File: src/rtl/cacheline_adaptor.sv
// -----------------------------------------------------------------------------
// cacheline_adaptor
//   Bridges a 256-bit cache-line interface (arbiter side) to a 4 x 64-bit
//   burst interface (physical memory side). One line request becomes four
//   acknowledged beats, followed by a single-cycle resp_o pulse.
//
// Ports
//   clk        : sole clock, rising edge
//   rst        : asynchronous reset, active low
//   line_i     : line to write (captured when a write is accepted)
//   line_o     : assembled read line, stable until the next read beat lands
//   address_i  : line address (captured when a request is accepted)
//   read_i     : line read request (wins over write_i)
//   write_i    : line write request
//   resp_o     : one-cycle completion pulse
//   burst_i    : read beat from memory
//   burst_o    : write beat to memory (0 outside WRITE)
//   address_o  : 32-byte aligned address while a burst is active, else 0
//   read_o     : burst read request
//   write_o    : burst write request
//   resp_i     : per-beat acknowledge from memory
// -----------------------------------------------------------------------------
module cacheline_adaptor (
   input  logic         clk,
   input  logic         rst,
   input  logic [255:0] line_i,
   output logic [255:0] line_o,
   input  logic [31:0]  address_i,
   input  logic         read_i,
   input  logic         write_i,
   output logic         resp_o,
   input  logic [63:0]  burst_i,
   output logic [63:0]  burst_o,
   output logic [31:0]  address_o,
   output logic         read_o,
   output logic         write_o,
   input  logic         resp_i
);

   typedef enum logic [1:0] {IDLE, READ, WRITE, DONE} state_t;

   state_t         r_state;
   state_t         w_next;
   logic [1:0]     r_cnt;
   logic [31:0]    r_addr;
   logic [255:0]   r_wline;
   logic [255:0]   r_rline;
   logic [7:0]     w_beat_lsb;

   // Bit offset of the current beat inside the line (cnt * 64).
   assign w_beat_lsb = {r_cnt, 6'd0};
   assign line_o     = r_rline;

   // State register
   always_ff @(posedge clk or negedge rst) begin
      if (!rst) r_state <= IDLE;
      else      r_state <= w_next;
   end

   // Next state and outputs. Outputs are decoded from the state register so
   // that the asynchronous reset clears them in the same cycle.
   always_comb begin
      w_next    = r_state;
      read_o    = 1'b0;
      write_o   = 1'b0;
      resp_o    = 1'b0;
      address_o = 32'd0;
      burst_o   = 64'd0;
      case (r_state)
         IDLE: begin
            if (read_i)       w_next = READ;
            else if (write_i) w_next = WRITE;
         end
         READ: begin
            read_o    = 1'b1;
            address_o = {r_addr[31:5], 5'd0};
            if (resp_i && (r_cnt == 2'd3)) w_next = DONE;
         end
         WRITE: begin
            write_o   = 1'b1;
            address_o = {r_addr[31:5], 5'd0};
            burst_o   = r_wline[w_beat_lsb +: 64];
            if (resp_i && (r_cnt == 2'd3)) w_next = DONE;
         end
         DONE: begin
            resp_o = 1'b1;
            w_next = IDLE;
         end
         default: w_next = IDLE;
      endcase
   end

   // Datapath: request capture in IDLE, beat counting and read assembly.
   always_ff @(posedge clk or negedge rst) begin
      if (!rst) begin
         r_cnt   <= 2'd0;
         r_addr  <= 32'd0;
         r_wline <= 256'd0;
         r_rline <= 256'd0;
      end else begin
         case (r_state)
            IDLE: begin
               if (read_i) begin
                  r_addr <= address_i;
                  r_cnt  <= 2'd0;
               end else if (write_i) begin
                  r_addr  <= address_i;
                  r_wline <= line_i;
                  r_cnt   <= 2'd0;
               end
            end
            READ: begin
               if (resp_i) begin
                  r_rline[w_beat_lsb +: 64] <= burst_i;
                  r_cnt <= r_cnt + 2'd1;   // wraps to 0 on the last beat
               end
            end
            WRITE: begin
               if (resp_i) r_cnt <= r_cnt + 2'd1;
            end
            default: ;
         endcase
      end
   end

endmodule

File: config.mk
export PLATFORM = sky130hd
export DESIGN_NAME = cacheline_adaptor
export DESIGN_NICKNAME = d
export VERILOG_FILES = /design/src/rtl/cacheline_adaptor.sv
export SDC_FILE = /design/constraint.sdc
export NUM_CORES = 1
export LEC_CHECK = 0
export CORE_MARGIN = 5
export CORE_UTILIZATION = 30
export DETAILED_ROUTE_END_ITERATION = 8
export GPL_TIMING_DRIVEN = 0
export PLACE_DENSITY_LB_ADDON = 0.15
export SKIP_LAST_GASP = 1
export SLEW_MARGIN = 0
export SYNTH_ARGS = -nofsm -noshare
export SYNTH_HDL_FRONTEND = slang
export SYNTH_SLANG_ARGS = --single-unit
File: constraint.sdc
create_clock -name clk -period 2.8 [get_ports clk]
set_clock_uncertainty 0.15 [all_clocks]
set_input_delay 0.56 -clock clk [delete_from_list [all_inputs] [get_ports clk]]
set_output_delay 0.56 -clock clk [all_outputs]
set_load 0.1 [all_outputs]
Word level (Yosys, flattened, before mapping):

Cells that the tools add are included.

* add/sub/neg operators: 2
* eq/ne operators: 7
* shift-type cells: 3
* multiplexer cells: 16
* bitwise gates (word level): 1
* reductions and logical operators: 10

Operator list (number)
* $bwmux W256: 1
* $shift A64 B10 Y256 const A: 1
* $shiftx A256 B9 Y64: 1
* $shiftx A64 B10 Y256: 1
* $mux W32: 3
* $mux W64: 1
* $mux W2: 6
* $neg A8 Y10: 1
* $eq A2 B2 Y1 const B: 3
* $pmux W2 S3: 1
* $reduce_and A2 Y1: 3
* $reduce_and A3 Y1: 2
* $ne A2 B1 Y1 const B: 2
* $pmux W2 S2: 1
* $reduce_bool A2 Y1: 2
* $mux W1: 3
* $ne A3 B3 Y1 const B: 1
* $add A2 B1 Y2 const B: 1
* $eq A2 B1 Y1 const B: 1
* $logic_not A2 Y1: 1
* $reduce_or A2 Y1: 1
* $logic_and A1 B1 Y1: 1
* $not A1 Y1: 1

* register bits: 548
* bits of input ports: 357

Depth between registers and ports, before layout:

Gate-level depths: netlist of the first run.

* depth after elaboration: 4
* mapped depth: 11

Worst setup path before layout of the first run:

No wires, ideal clock.

* path type: register to output
* from: register r_state[0]
* to: output burst_o[10]
* data arrival time: 2.582 ns
* slack: -0.492 ns
* cell stages (with the launch flop): 6
* buffers on the path: 2
* path through: dfrtp_1 > inv_1 > ha_1 > buf_1 > clkbuf_1 > and2_1

* word-level cells in the longest chain between the ends: 2

Ends and longest elaborated chain
* from (decl): RTL line 42 `state_t r_state;`
* from (signal assigned): RTL line 57 `else r_state <= w_next;`
* $eq A2 B2 Y1: RTL line 69 `case (r_state)`
* $mux W64: RTL line 69
* to (decl): RTL line 33 `output logic [63:0] burst_o,`

Every way passes these cells.

Final worst setup path of the first run:

* from: register r_cnt[0]
* to: output burst_o[3]

* word-level cells in the longest chain between the ends: 2

Ends and longest elaborated chain
* from (decl): RTL line 44 `logic [1:0] r_cnt;`
* from (signal assigned): RTL line 115 `r_cnt <= r_cnt + 2'd1;`
* from (signal assigned): RTL line 119 `if (resp_i) r_cnt <= r_cnt + 2'd1;`
* $shiftx A256 B9 Y64: RTL line 82 `burst_o = r_wline[w_beat_lsb +: 64];`
* $mux W64: RTL line 69

Every way passes these cells.

==> results.yml, run 1 <==
place:
  numPortBuffers: 700
  dpl_cell_area_sq_um: 31100
  gp_congestion: 0.858
  dp_hpwl_um: 68500
final_layout:
  final_area_sq_um: 34100
  syn_to_final_growth_pct: 50.9
  area.sequential_sq_um: 13600
  nNetsFinal: 2815
  fillCellCount: 6889
  drive_gt1_frac: 0.299
  multi_input_area_sq_um: 8470
routing:
  ant_nets: 0
  vias: 17000
  drc: 0
  routedWlPerCell_um: 25.9
  wirelength_um: 90100
  drt_iter0_drc: 823
  routed_via_density: 4.88
  first_pass_iters: 5
floorplanning:
  ios: 712
  rows: 100
  die_x_um: 285
  coreArea_sq_um: 74600
  initial_core_util: 0.303
  die_h_um: 285
  die_area_sq_um: 81000
power:
  p_leak_nw: 15.8
  power_frac_clock: 0.205
  switchingPower_w: 0.0188
  peakVddDrop_mv: 1.26
  pwr-share-comb: 0.518
  power_frac_seq: 0.277
  intPower_w: 0.0236
  power_density_nw_per_um2: 1240
  netSwitchingFraction: 0.444
critical_path:
  worstSetupPathType: "flip-flop to output port"
  cp-start-kind: "flip-flop"
  cp_max_fo: 8
  crit_path_end_kind: "output port"
  cp_cell_sequence: "buf_6 -> buf_12 -> buf_12 -> buf_6 -> mux4_2 -> and2_4 -> buf_12"
  critPathRequiredTime_ns: 2.09
  crit_slowest_cell: "mux4_2"
  slowest_delay_ns: 0.48
  cpMostUsedCell: "buf_12"
  critPathArrivalTime_ns: 2.29
clock_network:
  htreeDepth: 3
  cts_tree: "yes"
  numCtsBuffers: 66
  cts_buffer_depth: 3
  clk_latency_ns: 0.60
  cts_sinks: 543
  clk_pin_slew_ns: 0.06
  cts-root-buf: "clkbuf_16"
synthesis:
  synth_edf_count: 0
  synth-seq-cells: 543
  synth_top_family_by_area: "multiplexers"
  avgSynthCellArea_sq_um: 13.7
  ys_warn_count: 0
  synthTopCellsByArea: "dfrtp_1, mux2_2, mux4_2, a22o_1, nand2_1"
  synth_area_leader_cell: "dfrtp_1"
  synthCells: 1650
  synth-simple-area-share: 0.0727
  synth_xor_area_frac: 0
  synthArstFlopShare: 1.00
  ys_types: 36
  synth_ff_type: "dfrtp_1"
  synth.yosys.seq_area_share: 0.600
  synth_compound_area_frac: 0.0815
  synth_top_area_share: 0.600
  synthMuxAreaShare: 0.206
  synth_area_sq_um: 22600
  synth_fa_ha_area_frac: 0.00553
global_route:
  grt-ovfl-total: 0
  antenna_found_initial: 27
  grt_max_degree: 120
  grt_usage: 0.216
  grt_pass1_wl_um: 131000
  grt_pass1_vias: 18400
timing:
  hold_ws_ns: 0.184
  worst_slew_pin_slew_ns: 1.16
  slew_headroom: 0.231
  max_clock_freq_mhz: 333
  rsz0062_at_grt: "yes"
  period_minus_slack_ns: 3.00
  drv_slew: 0
  hold_violations: 0
  min_period_over_period: 1.07
  setup_slack_ns: -0.204
  setup_viol: 64
status:
  violations: "setup timing"
  status: "complete, but fails checks"
run:
  max-cap-violations: 0
worst_hold_path:
  hold_class: "primary input to flip-flop"
[worst paths after layout]
check,start,endpoint,slack (ns),depth (start not counted)
setup / recovery,r_cnt[0]$_DFFE_PN0P_,burst_o[3],-0.20,7
hold / removal,resp_i,r_cnt[1]$_DFFE_PN0P_,0.18,3
setup reg to reg,r_cnt[0]$_DFFE_PN0P_,line_o[63]$_DFFE_PN0P_,0.05,11
hold reg to reg,line_o[192]$_DFFE_PN0P_,line_o[192]$_DFFE_PN0P_,0.33,2
max in group asynchronous,rst,line_o[136]$_DFFE_PN0P_,0.44,5
min in group asynchronous,rst,r_wline[98]$_DFFE_PN0P_,0.34,2
[through the flow]
step / total power, W / TNS [ns] / setup WS (ns) / utilization / std cells
3_5_place_dp: 0.0321 / -211.71 / -1.33 / 0.417 / 3328
3_3_place_gp: 0.0319 / - / -23.80 / 0.415 / 3323
2_1_floorplan: 0.0266 / 0 / 0.00172 / - / 1654
5_1_grt: 0.0441 / -16.26 / -0.284 / 0.458 / 3475
6_report: 0.0424 / -9.53 / -0.204 / 0.458 / 3482
4_1_cts: 0.0422 / -18.77 / -0.305 / 0.453 / 3455
[routing by layer]
layer / share of wire / up-vias / wire (um) / GRT usage
met5: 0.0011 / - / 96 / 0
met4: 0.031 / 14 / 2830 / 0.0762
met3: 0.067 / 140 / 6020 / 0.0635
met2: 0.51 / 522 / 45600 / 0.369
met1: 0.39 / 8841 / 35500 / 0.262
li1: - / 7460 / - / -
[area by class of cell]
cell class / count / share of cell area
Timing Repair Buffer: 726 / 0.225
Buffer: 128 / 0.0266
Tap cell: 969 / 0.0355
Multi-Input combinational cell: 978 / 0.248
Clock buffer: 95 / 0.0568
Inverter: 5 / 0.000660
Sequential cell: 543 / 0.398
Clock inverter: 18 / 0.00751
Antenna cell: 20 / 0.00147
[worst max-delay path, delay by kind of cell, from the launching register on]
family | cells | cell delay [ns]
buffers and inverters | 5 | 0.70
and+or+nand+nor | 1 | 0.16
DFF | 1 | 0.35
muxes | 1 | 0.48
[synthesized netlist by cell type (all sizes together), types with 5 or more instances]
| cell type | instances |
|---|---|
| a22o | 138 |
| o21ai | 122 |
| buf | 81 |
| inv | 5 |
| mux4 | 64 |
| dfrtp | 543 |
| clkbuf | 47 |
| ha | 10 |
| and2 | 91 |
| mux2 | 283 |
| nand2 | 239 |
| nand3 | 6 |
[power by group through the flow]
| stage | Clock [W] | Sequential (W) | Combinational (W) |
|---|---|---|---|
| floorplan | 0 | 0.0149 | 0.0116 |
| global placement | 0 | 0.0118 | 0.0201 |
| detailed placement | 0 | 0.0118 | 0.0203 |
| CTS | 0.00896 | 0.0117 | 0.0216 |
| global route | 0.00926 | 0.0120 | 0.0229 |
| finish | 0.00869 | 0.0117 | 0.0220 |
[layout by cell type (no fill, tap or decap), drive strengths merged, types with 2 or more instances in the layout]
cell type	count
inv	6
clkdlybuf4s15	2
conb	5
ha	10
o21ai	122
mux2	283
mux2i	3
nor2	3
clkinv	12
and2	91
bufinv	3
diode	20
nand3	6
clkdlybuf4s50	349
nor4	2
a22o	138
dlygate4sd2	256
mux4	64
nand2	239
dfrtp	543
clkinvlp	2
buf	191
nor4b	2
clkbuf	150
[repair_timing]
item,in CTS,in global routing
resized for setup,1062,81
buffers inserted,11,6
endpoints found under the hold margin,56,0
gates cloned,2,3
hold buffers,1,0
endpoints found under the setup margin,601,123
pin swaps,20,9
[registers in the layout, indices dropped and copies added (netlist names)]
signal   count
line_o     256
r_wline    256
r_addr      27
r_cnt        2
r_state      2
[kinds of logic (layout without fill, tap and decap cells)]
group / after synthesis / after routing
AO/OA/AOI/OAI: 263 / 263
adder cells (fa/ha/maj): 10 / 10
buffers and inverters: 133 / 972
flip-flops: 543 / 543
multiplexers: 350 / 350
other: 1 / 25
AND/OR/NAND/NOR: 350 / 350
(Power assumes the default switching activity.)
==> inputs of run 2 (changes only) <==
--- a/config.mk
+++ b/config.mk
@@ -5,8 +5,10 @@
 export SDC_FILE = /design/constraint.sdc
 export NUM_CORES = 1
 export LEC_CHECK = 0
+export CAP_MARGIN = 10
 export CORE_MARGIN = 5
 export CORE_UTILIZATION = 30
+export CTS_BUF_LIST = sky130_fd_sc_hd__clkbuf_16
 export DETAILED_ROUTE_END_ITERATION = 8
 export GPL_TIMING_DRIVEN = 0
 export PLACE_DENSITY_LB_ADDON = 0.15
==> results.yml, run 2 (synthesis results as in run 1) <==
clock_network:
  cts_sinks: 543
  cts_tree: "yes"
  clk_latency_ns: 0.60
  clk_pin_slew_ns: 0.06
  cts_buffer_depth: 3
  htreeDepth: 3
  cts-root-buf: "clkbuf_16"
  numCtsBuffers: 66
floorplanning:
  die_area_sq_um: 81000
  initial_core_util: 0.303
  rows: 100
  ios: 712
  die_h_um: 285
  die_x_um: 285
  coreArea_sq_um: 74600
power:
  netSwitchingFraction: 0.449
  intPower_w: 0.0231
  power_frac_clock: 0.194
  peakVddDrop_mv: 1.26
  pwr-share-comb: 0.525
  power_w: 0.0419
  power_frac_seq: 0.280
  power_density_nw_per_um2: 1230
  switchingPower_w: 0.0188
  p_leak_nw: 15.8
timing:
  max_clock_freq_mhz: 333
  rsz0062_at_grt: "yes"
  drv_slew: 0
  min_period_over_period: 1.07
  setup_viol: 64
  hold_violations: 0
  slew_headroom: 0.219
  period_minus_slack_ns: 3.00
  setup_slack_ns: -0.201
  worst_slew_pin_slew_ns: 1.18
worst_hold_path:
  hold_class: "primary input to flip-flop"
  hold_path.startpoint: "resp_i"
  worstHoldPathCells: 3
  min_delay_worst_endpoint: "r_cnt[1]$_DFFE_PN0P_"
final_layout:
  layout_commonest_cell: "dfrtp_1"
  nNetsFinal: 2815
  fillCellCount: 6910
  syn_to_final_growth_pct: 50.2
  final_cell_mix: "dfrtp_1, clkdlybuf4s50_1, mux2_2"
  final_core_util: 0.456
  drive_gt1_frac: 0.292
global_route:
  grt_pass1_vias: 18400
  grt_pass1_wl_um: 131000
  grt_usage: 0.217
  grt-ovfl-total: 0
  antenna_found_initial: 26
  grt_max_degree: 120
routing:
  routed_via_density: 4.86
  drc: 0
  vias: 16900
  drt_iter0_drc: 824
  first_pass_iters: 5
  wirelength_um: 89900
  ant_nets: 0
  routedWlPerCell_um: 25.8
critical_path:
  worstSetupPathType: "flip-flop to output port"
  cp_max_fo: 5
  critPathArrivalTime_ns: 2.29
  crit_path_end_kind: "output port"
  timing.rr.start: "r_cnt[0]$_DFFE_PN0P_"
  cp-start-kind: "flip-flop"
  r2r_cells: 11
  r2r_end: "line_o[55]$_DFFE_PN0P_"
  r2r_slack_ns: 0.04
  critPathRequiredTime_ns: 2.09
place:
  pre_cts_slack_ns: -1.33
  gp_congestion: 0.858
  dp_hpwl_um: 68500
  numPortBuffers: 700
status:
  status: "complete, but fails checks"
  violations: "setup timing"
run:
  max-cap-violations: 0
## run 2: cell types whose count changed in the layout (fill, tap and decap cells not counted), sizes merged
cell    previous run  this run
clkbuf           150       121
clkinv            12        30
diode             20        21
inv                6        17
## run 2: per-stage QoR
step           instances  instance area, sq um  TNS, ns  hold WS, ns
2_1_floorplan       1654                 22700        0        0.114
3_3_place_gp        3323                 30900        -        0.314
3_5_place_dp        3328                 31100  -211.71        0.320
4_1_cts             3455                 33600   -18.84        0.127
5_1_grt             3475                 34000   -16.14        0.210
6_report            3483                 34000    -9.56        0.185
## run 2: repair_timing
item,4_1_cts,5_1_grt
gates resized for setup,1062,80
endpoints found under the setup margin,601,123
gates cloned,2,3
hold endpoints to repair,56,0
hold buffers,1,0
pin swaps,20,10
setup buffers,11,6
## run 2: power groups by stage
| stage | clock network [W] | logic [W] | registers, W |
|---|---|---|---|
| floorplan | 0 | 0.0116 | 0.0149 |
| global placement | 0 | 0.0201 | 0.0118 |
| detailed placement | 0 | 0.0203 | 0.0118 |
| CTS | 0.00841 | 0.0216 | 0.0117 |
| global route | 0.00871 | 0.0229 | 0.0120 |
| finish | 0.00814 | 0.0220 | 0.0117 |
## run 2: worst max path at each step
stage / from / endpoint / slack [ns] / cells after the start
2_1_floorplan: r_state[0]$_DFFE_PN0P_ / burst_o[0] / 0.002 / 4
3_3_place_gp: rst / line_o[25]$_DFFE_PN0P_ / -23.80 / 1
3_5_place_dp: r_state[0]$_DFFE_PN0P_ / burst_o[62] / -1.33 / 6
4_1_cts: r_cnt[0]$_DFFE_PN0P_ / burst_o[30] / -0.30 / 6
5_1_grt: r_cnt[0]$_DFFE_PN0P_ / burst_o[5] / -0.29 / 7
6_report: r_cnt[0]$_DFFE_PN0P_ / burst_o[10] / -0.20 / 6
## run 2: final cells by class
class / instances / area, sq um / area share
well taps: 969 / 1210 / 0.0357
clock inverters: 47 / 365 / 0.0108
flip-flops and latches: 543 / 13600 / 0.400
inverters: 5 / 22.5 / 0.000663
plain buffers: 128 / 908 / 0.0267
diodes: 21 / 52.6 / 0.00155
repair buffers: 726 / 7700 / 0.227
clock buffers: 66 / 1650 / 0.0486
multi-input cells: 978 / 8470 / 0.249
## run 2: worst max-delay path, cell delays in order (launching register included)
cell and delay, ns:
dfrtp_1 0.36, buf_6 0.14, buf_4 0.15, clkbuf_16 0.16
mux4_2 0.49, and2_2 0.22, buf_8 0.17
## run 2: metal layers
metal	up-vias	global-route usage	wire, um
met4	12	0.0748	2710
met5	-	0	82
met1	8796	0.263	35500
li1	7464	-	-
met2	524	0.370	45700
met3	134	0.0621	5940
==> inputs of run 3 (changes only) <==
--- a/config.mk
+++ b/config.mk
@@ -6,10 +6,11 @@
 export NUM_CORES = 1
 export LEC_CHECK = 0
 export CAP_MARGIN = 10
-export CORE_MARGIN = 5
-export CORE_UTILIZATION = 30
+export CORE_AREA = 5 5 274 276
 export CTS_BUF_LIST = sky130_fd_sc_hd__clkbuf_16
+export CTS_CLUSTER_DIAMETER = 30
 export DETAILED_ROUTE_END_ITERATION = 8
+export DIE_AREA = 0 0 279 281
 export GPL_TIMING_DRIVEN = 0
 export PLACE_DENSITY_LB_ADDON = 0.15
 export SKIP_LAST_GASP = 1
==> results.yml, run 3 (synthesis results as in run 1) <==
run:
  max-cap-violations: 0
critical_path:
  worstSetupPathType: "flip-flop to output port"
  cp-start-kind: "flip-flop"
  crit_path_end_kind: "output port"
  cp_max_fo: 8
  critPathArrivalTime_ns: 2.42
  critPathRequiredTime_ns: 2.09
worst_hold_path:
  hold_class: "primary input to flip-flop"
power:
  p_leak_nw: 17.3
  power_w: 0.0517
  switchingPower_w: 0.0206
  power_frac_seq: 0.228
  peakVddDrop_mv: 1.60
  intPower_w: 0.0310
  netSwitchingFraction: 0.399
  pwr-share-comb: 0.446
  power_frac_clock: 0.325
  power_density_nw_per_um2: 1390
final_layout:
  nNetsFinal: 2894
  final_core_util: 0.516
  fillCellCount: 6307
  drive_gt1_frac: 0.331
  syn_to_final_growth_pct: 64.8
  stdcell_count: 3618
  multi_input_area_sq_um: 8540
  final_cell_mix: "dfrtp_1, clkdlybuf4s50_1, mux2_2"
  area.sequential_sq_um: 13600
  final_area_sq_um: 37300
  layout_commonest_cell: "dfrtp_1"
timing:
  rsz0062_at_grt: "yes"
  setup_slack_ns: -0.333
  worst_slew_pin_slew_ns: 1.14
  period_minus_slack_ns: 3.13
  slew_headroom: 0.241
  max_clock_freq_mhz: 319
  setup_viol: 64
  drv_slew: 0
  hold_violations: 0
  min_period_over_period: 1.12
routing:
  first_pass_iters: 5
  vias: 17500
  ant_nets: 0
  routed_via_density: 4.85
  routedWlPerCell_um: 25.1
  wirelength_um: 90800
  drc: 0
  drt_iter0_drc: 880
global_route:
  grt_usage: 0.224
  grt_pass1_wl_um: 130000
  grt-ovfl-total: 0
  grtUsageMet3: 0.0778
  grt_pass1_vias: 19100
  grt_max_degree: 124
  met1_usage: 0.262
  grt-busiest-layer: "met2"
  antenna_found_initial: 31
  grtUsageMet2: 0.377
clock_network:
  clk_latency_ns: 0.68
  cts_sinks: 543
  htreeDepth: 4
  clk_pin_slew_ns: 0.04
  numCtsBuffers: 142
  cts_tree: "yes"
  cts_buffer_depth: 3
  cts-root-buf: "clkbuf_16"
place:
  dpl_cell_area_sq_um: 31100
  dp.cells: 3318
  dp_hpwl_um: 67400
  numPortBuffers: 700
  gp_congestion: 0.864
floorplanning:
  initial_core_util: 0.313
  die_area_sq_um: 78400
  die_x_um: 279
  die_h_um: 281
  rows: 99
  coreArea_sq_um: 72300
  ios: 712
status:
  violations: "setup timing"
  status: "complete, but fails checks"
==> run 3: cell types whose count changed in the layout (fill, tap and decap cells not counted), moves of 15 or more <==
cell | before | now
bufinv_16 | 3 | 25
buf_6 | 27 | 12
and2_1 | 26 | 8
clkbuf_16 | 69 | 149
and2_4 | 45 | 80
and2_2 | 20 | 3
buf_8 | 32 | 7
buf_12 | 58 | 98
==> run 3: layout make-up <==
cell class | instances | share of cell area
antenna | 19 | 0.00127
buffer | 128 | 0.0240
clock buffer | 145 | 0.0973
clock inverter | 112 | 0.0368
inverter | 5 | 0.000604
multi-input combinational | 978 | 0.229
sequential | 543 | 0.364
tap | 959 | 0.0322
timing repair buffer | 729 | 0.215
==> run 3: routing by layer <==
| metal | up-vias | part of all wire |
|---|---|---|
| met5 | - | 0.0018 |
| met4 | 26 | 0.035 |
| met3 | 191 | 0.074 |
| met2 | 569 | 0.51 |
| met1 | 9068 | 0.38 |
| li1 | 7682 | - |
==> run 3: final timing paths <==
check / startpoint / slack (ns) / cells past startpoint / end
min in group asynchronous: rst / 0.23 / 2 / r_wline[94]$_DFFE_PN0P_
worst min register to register: line_o[199]$_DFFE_PN0P_ / 0.32 / 2 / line_o[199]$_DFFE_PN0P_
worst max register to register: r_cnt[0]$_DFFE_PN0P_ / 0.16 / 10 / line_o[17]$_DFFE_PN0P_
max in group asynchronous: rst / 0.88 / 4 / r_addr[31]$_DFFE_PN0P_
worst min-delay path: resp_i / 0.13 / 3 / r_cnt[1]$_DFFE_PN0P_
worst max-delay path: r_cnt[0]$_DFFE_PN0P_ / -0.33 / 6 / burst_o[39]
==> run 3: power by group through the flow <==
stage	combinational, W	clock (W)	sequential (W)
final	0.0231	0.0168	0.0118
after CTS	0.0220	0.0171	0.0118
after detailed placement	0.0203	0	0.0118
after global placement	0.0201	0	0.0118
after global routing	0.0240	0.0175	0.0121
after floorplan	0.0116	0	0.0149
==> run 3: critical path, cell delays in order (launching register included) <==
cell,delay (ns)
dfrtp_1,0.36
buf_6,0.16
buf_12,0.17
buf_12,0.15
mux4_2,0.52
and2_4,0.20
buf_12,0.16
==> run 3: per-stage QoR <==
stage               hold WS, ns  setup TNS (ns)  setup WS (ns)
CTS                      0.0653          -22.84         -0.420
detailed placement        0.319         -206.12          -1.36
global route              0.109          -20.91         -0.389
floorplan                 0.114               0        0.00172
finish                    0.127          -15.78         -0.333
global placement          0.314               -         -23.73
==> run 3: timing repair <==
action	4_1_cts	5_1_grt
endpoints found under the hold margin	51	0
hold buffers	1	0
setup buffers	10	9
cloned	2	4
resized for setup	1087	165
endpoints found under the setup margin	601	232
pin swaps	10	26
